`src/rtl/noc_pkg.sv`:
```
// noc_pkg: flit type codes, default flit width and arbiter state encoding shared by the port arbiter
package noc_pkg;
  localparam int FLIT_W = 11;
  localparam logic [1:0] FLIT_BODY   = 2'b00;
  localparam logic [1:0] FLIT_HEAD   = 2'b01;
  localparam logic [1:0] FLIT_TAIL   = 2'b10;
  localparam logic [1:0] FLIT_SINGLE = 2'b11;
  typedef enum logic {ST_IDLE, ST_LOCKED} state_t;
  function automatic logic starts_pkt(input logic [1:0] t);
    return t == FLIT_HEAD || t == FLIT_SINGLE;
  endfunction
endpackage

```
`src/rtl/noc_rr_pick.sv`:
```
// noc_rr_pick: combinational round-robin picker, first requester after ptr wins (wrapping)
//   req  in  N   request vector
//   ptr  in  IW  last winner
//   gnt  out N   one-hot grant
//   idx  out IW  index of winner
//   any  out 1   some requester won
module noc_rr_pick
  import noc_pkg::*;
#(
  parameter  int N  = 4,
  localparam int IW = N > 1 ? $clog2(N) : 1
) (
  input  logic [N-1:0]  req,
  input  logic [IW-1:0] ptr,
  output logic [N-1:0]  gnt,
  output logic [IW-1:0] idx,
  output logic          any
);
  always_comb begin
    int c;
    c   = 0;
    any = 1'b0;
    idx = '0;
    for (int k = 1; k <= N; k++) begin
      c = (int'(ptr) + k) % N;
      if (!any && req[IW'(c)]) begin
        any = 1'b1;
        idx = IW'(c);
      end
    end
    gnt = any ? N'(1) << idx : '0;
  end
endmodule

```
`src/rtl/noc_port_arbiter.sv`:
```
// noc_port_arbiter: wormhole output-port arbiter with round-robin head grant and credit flow control
//   clock, reset(sync active-low)
//   req_valid/req_flit/req_ready  per-requester flit handshake, requester i at [i*FLIT_W +: FLIT_W]
//   out_valid/out_flit            registered outgoing flit, one cycle after acceptance
//   credit_return                 downstream freed a buffer slot
//   grant_id/busy                 current or last link owner, packet in progress
//   NOC_ARB_STATS_EN adds pkt_cnt (16b per requester, completed packets) and credit_err (sticky)
module noc_port_arbiter
  import noc_pkg::*;
#(
  parameter  int NUM_REQ    = 4,
  parameter  int FLIT_W     = noc_pkg::FLIT_W,
  parameter  int CREDIT_MAX = 4,
  localparam int GW         = NUM_REQ > 1 ? $clog2(NUM_REQ) : 1,
  localparam int CW         = $clog2(CREDIT_MAX + 1)
) (
  input  logic                      clock,
  input  logic                      reset,
  input  logic [NUM_REQ-1:0]        req_valid,
  input  logic [NUM_REQ*FLIT_W-1:0] req_flit,
  output logic [NUM_REQ-1:0]        req_ready,
  output logic                      out_valid,
  output logic [FLIT_W-1:0]         out_flit,
  input  logic                      credit_return,
  output logic [GW-1:0]             grant_id,
  output logic                      busy
`ifdef NOC_ARB_STATS_EN
  ,
  output logic [NUM_REQ*16-1:0]     pkt_cnt,
  output logic                      credit_err
`endif
);
  state_t              state_q, state_d;
  logic [GW-1:0]       rr_ptr, pick_idx, sel;
  logic [CW-1:0]       credits;
  logic [NUM_REQ-1:0]  cand, pick_gnt;
  logic                pick_any, xfer;
  logic [FLIT_W-1:0]   sel_flit;
  logic [1:0]          sel_type;
  always_comb begin
    cand = '0;
    for (int i = 0; i < NUM_REQ; i++)
      cand[i] = req_valid[i] && starts_pkt(req_flit[i*FLIT_W+FLIT_W-2 +: 2]);
  end
  noc_rr_pick #(.N(NUM_REQ)) u_pick (
    .req(cand),
    .ptr(rr_ptr),
    .gnt(pick_gnt),
    .idx(pick_idx),
    .any(pick_any)
  );
  always_comb begin
    req_ready = credits == '0 ? '0 :
                state_q == ST_IDLE ? pick_gnt :
                req_valid[grant_id] ? NUM_REQ'(1) << grant_id : '0;
    xfer     = |req_ready;
    sel      = state_q == ST_IDLE ? pick_idx : grant_id;
    sel_flit = req_flit[int'(sel)*FLIT_W +: FLIT_W];
    sel_type = sel_flit[FLIT_W-1 -: 2];
    state_d  = state_q == ST_IDLE ? (xfer && sel_type == FLIT_HEAD ? ST_LOCKED : ST_IDLE) :
               (xfer && sel_type == FLIT_TAIL ? ST_IDLE : ST_LOCKED);
  end
  always_ff @(posedge clock) begin
    if (!reset) state_q <= ST_IDLE;
    else        state_q <= state_d;
  end
  // simultaneous transfer and credit return cancel out; returns beyond CREDIT_MAX are dropped
  always_ff @(posedge clock) begin
    if (!reset) begin
      out_valid <= 1'b0;
      out_flit  <= '0;
      grant_id  <= '0;
      rr_ptr    <= GW'(NUM_REQ - 1);
      credits   <= CW'(CREDIT_MAX);
    end else begin
      out_valid <= xfer;
      if (xfer) out_flit <= sel_flit;
      if (xfer && state_q == ST_IDLE) begin
        grant_id <= pick_idx;
        rr_ptr   <= pick_idx;
      end
      if (xfer && !credit_return) credits <= credits - CW'(1);
      else if (!xfer && credit_return && credits != CW'(CREDIT_MAX)) credits <= credits + CW'(1);
    end
  end
  assign busy = state_q == ST_LOCKED;
`ifdef NOC_ARB_STATS_EN
  logic [15:0] cnt [NUM_REQ];
  // type bit 1 set means TAIL or SINGLE, i.e. a packet just completed
  always_ff @(posedge clock) begin
    if (!reset) begin
      for (int i = 0; i < NUM_REQ; i++) cnt[i] <= '0;
      credit_err <= 1'b0;
    end else begin
      if (xfer && sel_type[1]) cnt[sel] <= cnt[sel] + 16'd1;
      if (credit_return && credits == CW'(CREDIT_MAX)) credit_err <= 1'b1;
    end
  end
  for (genvar g = 0; g < NUM_REQ; g++) begin : g_pk
    assign pkt_cnt[g*16 +: 16] = cnt[g];
  end
`endif
endmodule

```
`config.mk`:
```
export PLATFORM = sky130hd
export DESIGN_NAME = noc_port_arbiter
export DESIGN_NICKNAME = d
export VERILOG_FILES = /design/src/rtl/noc_pkg.sv /design/src/rtl/noc_rr_pick.sv /design/src/rtl/noc_port_arbiter.sv
export SDC_FILE = /design/constraint.sdc
export NUM_CORES = 1
export LEC_CHECK = 0
export ABC_AREA = 1
export CELL_PAD_IN_SITES_DETAIL_PLACEMENT = 1
export CELL_PAD_IN_SITES_GLOBAL_PLACEMENT = 1
export CORE_UTILIZATION = 31
export DETAILED_ROUTE_END_ITERATION = 12
export GPL_TIMING_DRIVEN = 0
export PLACE_DENSITY = 0.82
export SLEW_MARGIN = 20
export SYNTH_ARGS = -nofsm -noshare
export SYNTH_HDL_FRONTEND = slang
export SYNTH_SLANG_ARGS = --single-unit
```
`constraint.sdc`:
```
create_clock -name clock -period 7.4 [get_ports clock]
set_clock_uncertainty 0.05 [all_clocks]
set_input_delay 1.11 -clock clock [delete_from_list [all_inputs] [get_ports clock]]
set_output_delay 1.11 -clock clock [all_outputs]
set_load 0.02 [all_outputs]
```
# Yosys cells after proc, flatten, opt, wreduce, memory -nomap -nowiden
# Index checks and enable logic that the tools add are counted.
[word_totals]
register_bits = 20
latchBits = 0
mem_bits_rw = 0
mem_bits_ro = 0
in_bits = 51
output_inout_bits = 19
n_memories = 0
[op_classes]
n_addsub = 6
mul = 1
n_div = 0
order_cmp = 5
eq_ne = 11
shifts = 3
n_mux = 32
bitwise = 1
n_reduce_logical = 25
[ops]
columns = ["op", "n"]
rows = [
  ["$shiftx 44x7->11", 1],
  ["$lt 2x4->1 const B", 4],
  ["$mux 1", 16],
  ["$mux 4", 4],
  ["$logic_and 1x1->1", 13],
  ["$bmux 1 s2", 5],
  ["$eq 2x1->1 const B", 5],
  ["$eq 2x2->1 const B", 5],
  ["$mux 2", 5],
  ["$shl 1x2->4 const A", 2],
  ["$mul 2x4->6 const B", 1],
  ["$mux 3", 2],
  ["$logic_not 1->1", 5],
  ["$add 2x1->2 const B", 2],
  ["$add 2x2->2 const B", 2],
  ["$logic_or 1x1->1", 4],
  ["$reduce_or 4->1", 1],
  ["$add 3x1->3 const B", 1],
  ["$logic_not 3->1", 1],
  ["$lt 2x3->1 const B", 1],
  ["$ne 3x3->1 const B", 1],
  ["$sub 3x1->3 const B", 1],
  ["$reduce_bool 2->1", 1],
  ["$not 1->1", 1],
]

# Longest topological paths before layout
# Gate-level depths: netlist of the first run.
[depth]
word_depth = 26
depth_mapped = 24

# By module
# From an unflattened synthesis of the first run, not the netlist that was laid out.
[unflattened]
hier_cells = 277
area_unflattened_um2 = 1736.7
[by_module_without_submodules]
columns = ["mod", "instances", "cells_each", "area_per_inst_um2"]
rows = [
  ["noc_port_arbiter", 1, 215, 1400.1],
  ["noc_rr_pick", 1, 62, 336.6],
]

# Worst setup path before layout of the first run
# OpenSTA, ideal clock, no wires.
[synth_path]
path_kind = "input port to output port"
startpoint = "input req_valid[2]"
endpoint = "output req_ready[2]"
t_arrival_ps = 2153
required_time_ps = 6240
path_slack_ps = 4087
stages = 11
path_buffers = 0
path_cell_list = "nand2_1 nand2_4 nand3_1 nand2_1 nor2_4 nand4_1 nand2_2 nand3_1 nand2_1 nand2_2 inv_1"
[synth_between]
elab_chain_len = 18
[synth_rtl]
columns = ["item", "line", "rtl"]
rows = [
  ["start, declared", "noc_port_arbiter.sv:19", "input logic [NUM_REQ-1:0] req_valid,"],
  ["$logic_and 1x1->1", "noc_port_arbiter.sv:43", "cand[i] = req_valid[i] && starts_pkt(req_flit[i*FLIT_W+FLIT_W-2 +: 2]);"],
  ["$bmux 1 s2", "noc_rr_pick.sv:26", "if (!any && req[IW'(c)]) begin"],
  ["$mux 1 (implied by the code) (2 in a row)", "noc_rr_pick.sv:26", ""],
  ["$mux 1", "noc_rr_pick.sv:26", ""],
  ["$logic_not 1->1", "noc_rr_pick.sv:26", ""],
  ["$logic_and 1x1->1", "noc_rr_pick.sv:26", ""],
  ["$mux 1", "noc_rr_pick.sv:26", ""],
  ["$logic_not 1->1", "noc_rr_pick.sv:26", ""],
  ["$logic_and 1x1->1", "noc_rr_pick.sv:26", ""],
  ["$mux 1", "noc_rr_pick.sv:26", ""],
  ["$logic_not 1->1", "noc_rr_pick.sv:26", ""],
  ["$logic_and 1x1->1", "noc_rr_pick.sv:26", ""],
  ["$mux 2", "noc_rr_pick.sv:26", ""],
  ["$shl 1x2->4", "noc_rr_pick.sv:31", "gnt = any ? N'(1) << idx : '0;"],
  ["$mux 4", "noc_rr_pick.sv:31", ""],
  ["$mux 4 *", "noc_port_arbiter.sv:54", "state_q == ST_IDLE ? pick_gnt :"],
  ["$mux 4 *", "noc_port_arbiter.sv:53", "req_ready = credits == '0 ? '0 :"],
  ["end, declared", "noc_port_arbiter.sv:21", "output logic [NUM_REQ-1:0] req_ready,"],
]
# Every way passes the cells marked *; elsewhere a longest branch is shown, timed or not. The select of a mux whose other input is x is not followed.

# Worst setup path after layout of the first run
[layout_path]
startpoint = "input req_valid[3]"
endpoint = "output req_ready[2]"
# The elaborated chain is that of the path after synthesis.

==> impl_metrics.yaml, run 1 <==
critical_path:
  reg2reg_depth: 22
  r2r-end: "credits[2]"
  start_kind: "input pin"
  critPathMaxFanout: 4
  crit_path_end_kind: "primary output"
  worst-r2r-setup-slack_ps: 4590
  critPathKind: "in2out"
  worstPathArrival_ps: 3400
  required_ps: 6240
  worstReg2RegStart: "rr_ptr[0]"
final_layout:
  finalNonFillerCells: 413
  layout.nets: 397
  final_cell_mix: "69 x clkdlybuf4s50_1, 61 x nand2_1, 42 x nor2_1, 21 x nand3_1, 21 x o21ai_0"
  synthToLayoutAreaGrowth_pct: 47.7
  final_common_cell: "clkdlybuf4s50_1"
  postLayoutCoreUtil: 0.484
  diodes: 0
  drive_gt1_frac: 0.157
global_routing:
  grt_pass1_wl_mm: 10.1
  grt_max_degree: 11
  grt_overflow: 0
  antenna_found_initial: 0
  grtUsageTotal: 0.210
  grt_pass1_vias: 2194
cts:
  cts_buffers: 3
  clk_path_buf_depth: 2
  cts-root-buf: "clkbuf_8"
  cts.sinks: 20
  insertion_delay_ps: 260
  cts_resized: 0
  postCtsSetupRepairBufs: 0
  cts_tree: "done"
  cts_hold_buf: 0
  h-tree-depth: 1
  clkTransAtPathRegs_ps: 60
drt:
  drt-initial-drc-count: 43
  via_count: 2051
  vias_per_cell: 4.97
  drc: 0
  firstDrtPassIters: 4
  avgRoutedWirePerCell_microns: 13.9
  drtAntennaViolNets: 0
  drt-total-wl_mm: 5.76
power:
  p_sw_mw: 0.826
  seq_power_share: 0.120
  combPwrFrac: 0.833
  p_int_mw: 0.690
  leakagePower_nw: 1.12
  peakVddDrop_mv: 0.244
  p_per_area_nw_per_um2: 598
  swShare: 0.545
  clkPwrFrac: 0.047
sta:
  setup_tns_ps: 0
  setup_viol: 0
  tightest_slew_ps: 306
  finalCritPeriodShare: 0.616
  holdWs_ps: 432
  hold_viol_final: 0
  max-slew-margin-rel: 0.794
  rsz0062_at_grt: "no"
  period_minus_slack_ps: 4560
  max_freq_ghz: 0.219
  slew_violations: 0
die:
  ios: 70
  die_area_sq_um: 5840
  die_h_microns: 76.4
  die_w_microns: 76.4
  start_util: 0.328
  rows: 26
  core_sq_um: 5240
min_path:
  hold_end: "out_flit[10]"
  min-delay-start: "out_flit[10]"
  hold_path.class: "reg2reg"
  whs_path_depth: 2
logic_synthesis:
  syn-num-nets: 323
  synth_seq_cells: 20
  syn_inst: 271
  ys_top_cells_by_area: "dfxtp_1 23%, nand2_1 13%, nor2_1 9.2%"
  avgSynthCellArea_sq_um: 6.34
  yosysWarnings: 0
  yosysSeqAreaShare: 0.233
  yosysUniqueCellTypes: 34
  synth_top_area_cell: "dfxtp_1"
  yosysTopAreaCellShare: 0.233
  synth_area_sq_um: 1720
placed_design:
  gp_congestion: 0.777
  numPortBuffers: 69
  dp_hpwl_mm: 4.70
  placed_cells: 410
run_status:
  status: "completed"
flow_run:
  cap_violations: 0
[layout make-up]
class                      count  area [sq um]
multi-input combinational    216          1110
clock buffer                   3          41.3
fill                         714          2700
tap                           70          87.6
timing repair buffer          69           691
buffer                        12           118
inverter                      23          88.8
sequential                    20           400
[synthesized netlist by cell type]
library cell and instances:
nor3_1 1, nor2_4 3, o21ai_1 11, buf_4 2, inv_1 14, nand2_4 3
inv_2 6, o21ai_2 1, nand4_1 2, nand2_1 61, o211ai_1 2, nand3b_1 2
o22ai_1 10, buf_12 1, a31oi_1 1, buf_2 2, nand3_2 3, o21ai_0 21
dfxtp_1 20, nand3_1 21, buf_8 1, nand2_2 16, clkinv_1 2, a21boi_1 2
inv_4 1, nor2_1 42, a21oi_1 7, clkbuf_4 1, fa_1 1, a21oi_2 4
clkbuf_2 1, nand3b_2 1, nor2_8 1, buf_6 4
[metrics by stage]
step           total power, mW  instance area (sq um)  worst slack (ps)
2_1_floorplan             1.11                   1720              4090
3_3_place_gp              1.43                   2500              2880
3_5_place_dp              1.46                   2500              2820
4_1_cts                   1.54                   2540              2800
5_1_grt                   1.68                   2540              2680
6_report                  1.52                   2540              2840
[kinds of logic (layout without fill, tap and decap cells)]
group	count (synthesis)	in the layout	synth area share
and+or+nand+nor	156	156	0.438
AOI/OAI and AO/OA	59	59	0.197
buffers and inverters	35	107	0.120
DFF	20	20	0.233
adders and majority gates	1	1	0.0117
[power groups by stage]
stage                     Clock (mW)  Sequential, mW  Combinational [mW]
after floorplan                    0           0.214               0.895
after global placement             0           0.184                1.24
after detailed placement           0           0.184                1.28
after CTS                     0.0731           0.183                1.29
after global routing          0.0778           0.189                1.41
final                         0.0706           0.183                1.26
[worst max path at each step]
stage            startpoint            to  slack, ps
2_1_floorplan  req_valid[2]  req_ready[2]       4090
3_3_place_gp   req_valid[3]  req_ready[2]       2880
3_5_place_dp   req_valid[3]  req_ready[2]       2820
4_1_cts        req_valid[3]  req_ready[2]       2800
5_1_grt        req_valid[3]  req_ready[2]       2680
6_report       req_valid[3]  req_ready[2]       2840
[critical path, cell delays in order]
cell and delay (ps):
clkdlybuf4s50_1 550, nand2_1 100, nand2_1 90, nand2_2 70, nand2_1 60, nand2_1 60, a21oi_1 150, nand2_1 160
nand2_2 130, nand3_1 70, nand2_1 120, nand2_2 70, inv_1 50, clkdlybuf4s50_1 590
[sequential cells by signal (all words and copies together), names as in the netlist]
signal,count
credits,3
out_flit,11
out_valid,1
rr_ptr,2
busy,1
grant_id,2
[layer usage]
metal | part of all wire | vias up | GRT usage | wire (microns)
met2 | 0.52 | 49 | 0.388 | 2990
li1 | - | 1035 | - | -
met4 | 0.0038 | 0 | 0.0385 | 22
met1 | 0.43 | 964 | 0.249 | 2450
met5 | 0 | - | 0 | 0
met3 | 0.051 | 3 | 0.0431 | 296
(Power assumes the default switching activity.)
==> run 2: changes to the inputs <==
--- a/config.mk
+++ b/config.mk
@@ -8,10 +8,10 @@
 export ABC_AREA = 1
 export CELL_PAD_IN_SITES_DETAIL_PLACEMENT = 1
 export CELL_PAD_IN_SITES_GLOBAL_PLACEMENT = 1
-export CORE_UTILIZATION = 31
+export CORE_UTILIZATION = 26
 export DETAILED_ROUTE_END_ITERATION = 12
 export GPL_TIMING_DRIVEN = 0
-export PLACE_DENSITY = 0.82
+export PLACE_DENSITY = 0.73
 export SLEW_MARGIN = 20
 export SYNTH_ARGS = -nofsm -noshare
 export SYNTH_HDL_FRONTEND = slang
==> constraint.sdc (replaced) <==
create_clock -name clock -period 4 [get_ports clock]
set_clock_uncertainty 0.05 [all_clocks]
set_input_delay 0.6 -clock clock [delete_from_list [all_inputs] [get_ports clock]]
set_output_delay 0.6 -clock clock [all_outputs]
set_load 0.02 [all_outputs]
==> run 2 against run 1 <==
Against the previous run:
- sequential power grew 85%
- routed wire length is 0.14% higher
- sequential cell count unchanged
- combinational power increased by 84%
- core utilization is 7.9 points lower
- via count down 0.15%
- clock-buffer cell count is the same
- non-clock buffer count unchanged
- cell area rose by 1.5%
- die area rose by 19%
- hold slack lost 17 ps
- final cell count up 1.9%
==> impl_metrics.yaml, run 2 (synthesis gave the netlist of run 1 again) <==
die:
  die_w_microns: 83.3
  die_h_microns: 83.3
  ios: 70
  start_util: 0.271
  core_sq_um: 6350
  die_area_sq_um: 6940
  rows: 29
critical_path:
  critPathKind: "in2out"
  crit_chain: "clkdlybuf4s50_1, nand2_1, nand2_1, nand2_2, o21ai_1, nand4_1, nand2_2, nand3_1, nand2_1, nand2_2, inv_1, clkdlybuf4s50_1"
  required_ps: 3350
  worstReg2RegStart: "rr_ptr[1]"
  start_kind: "input pin"
  cp-startpoint: "req_valid[3]"
  critPathMaxFanout: 4
  worst_path_largest_cell_delay_ps: 590
  crit_slowest_cell: "clkdlybuf4s50_1"
  crit_path_end_kind: "primary output"
  worstPathArrival_ps: 2890
placed_design:
  gp_congestion: 0.787
  numPortBuffers: 69
  dp_hpwl_mm: 4.79
  place_area_sq_um: 2500
global_routing:
  grt_pass1_wl_mm: 9.99
  grt_max_degree: 13
  antenna_found_initial: 0
  grt_pass1_vias: 2188
  grt_overflow: 0
  grtUsageTotal: 0.176
cts:
  cts-root-buf: "clkbuf_8"
  insertion_delay_ps: 260
  cts_hold_buf: 0
  postCtsSetupRepairBufs: 0
  h-tree-depth: 1
  cts.sinks: 20
  clk_path_buf_depth: 2
  cts_buffers: 3
  clkTransAtPathRegs_ps: 80
  cts_resized: 0
  cts_tree: "done"
drt:
  avgRoutedWirePerCell_microns: 13.7
  drt-initial-drc-count: 54
  drtAntennaViolNets: 0
  firstDrtPassIters: 4
  drt-total-wl_mm: 5.77
  vias_per_cell: 4.86
  drc: 0
  via_count: 2048
run_status:
  status: "completed"
sta:
  holdWs_ps: 415
  rsz0062_at_grt: "no"
  finalCritPeriodShare: 0.886
  hold_viol_final: 0
  tightest_slew_ps: 277
  slew_violations: 0
  setup_viol: 0
  max-slew-margin-rel: 0.814
  max_freq_ghz: 0.282
  period_minus_slack_ps: 3540
  setup_tns_ps: 0
power:
  peakVddDrop_mv: 0.703
  swShare: 0.531
  clkPwrFrac: 0.071
  combPwrFrac: 0.811
  p_int_mw: 1.35
  total_power_mw: 2.87
  seq_power_share: 0.118
  leakagePower_nw: 1.13
  p_sw_mw: 1.52
  p_per_area_nw_per_um2: 1110
final_layout:
  final_common_cell: "clkdlybuf4s50_1"
  final_cell_mix: "69 x clkdlybuf4s50_1, 61 x nand2_1, 42 x nor2_1, 21 x nand3_1, 21 x o21ai_0"
  diodes: 0
  fillCellCount: 821
  final_cell_area_sq_um: 2580
  largest_register_ffs: 11
  synthToLayoutAreaGrowth_pct: 50.0
  top_register: "out_flit"
  drive_gt1_frac: 0.160
  layout.nets: 397
  top_regs: "out_flit: 11 flops, credits: 3 flops"
flow_run:
  cap_violations: 0
min_path:
  hold_path.class: "reg2reg"
  min-delay-start: "out_flit[10]"
==> run 2: cell count changes in the layout (fill, tap and decap cells not counted), sizes merged <==
| cell | before | now |
|---|---|---|
| bufinv | 0 | 1 |
==> run 2: critical path: cells and delay by family <==
kind            cells  cell delay, ps
buf+inv             3            1210
simple gates        8             850
compound gates      1             240
==> run 2: metrics by stage <==
step	utilization	std cells	worst slack, ps
finish	0.406	421	457
CTS	0.406	421	449
global route	0.406	421	251
global placement	0.394	417	483
floorplan	-	271	1390
detailed placement	0.394	417	455
==> run 2: power by group through the flow <==
stage / logic (mW) / clock network [mW] / registers (mW)
5_1_grt: 2.61 / 0.218 / 0.347
4_1_cts: 2.39 / 0.211 / 0.338
2_1_floorplan: 1.66 / 0 / 0.397
3_3_place_gp: 2.33 / 0 / 0.340
6_report: 2.32 / 0.204 / 0.338
3_5_place_dp: 2.38 / 0 / 0.340
==> run 2: layer usage <==
| layer | GRT usage | part of all wire | up-vias | routed length (microns) |
|---|---|---|---|---|
| met4 | 0.0392 | 0.012 | 0 | 69 |
| li1 | - | - | 1036 | - |
| met1 | 0.190 | 0.41 | 952 | 2340 |
| met5 | 0 | 0 | - | 0 |
| met3 | 0.0616 | 0.083 | 6 | 477 |
| met2 | 0.326 | 0.50 | 54 | 2880 |
==> run 2: worst paths after layout <==
| path | end | cells past startpoint | slack, ps |
|---|---|---|---|
| max reg2reg | credits[2] | 20 | 1180 |
| min reg2reg | out_flit[10] | 2 | 410 |
| min | out_flit[10] | 2 | 410 |
| max | req_ready[2] | 12 | 460 |
==> run 2: layout make-up <==
cell class	instances	area, sq um	area share
Sequential cell	20	400	0.155
Buffer	12	118	0.0457
Timing Repair Buffer	69	691	0.268
Multi-Input combinational cell	216	1110	0.431
Inverter	23	88.8	0.0345
Clock inverter	1	30.0	0.0117
Clock buffer	3	41.3	0.0160
Tap cell	77	96.3	0.0374
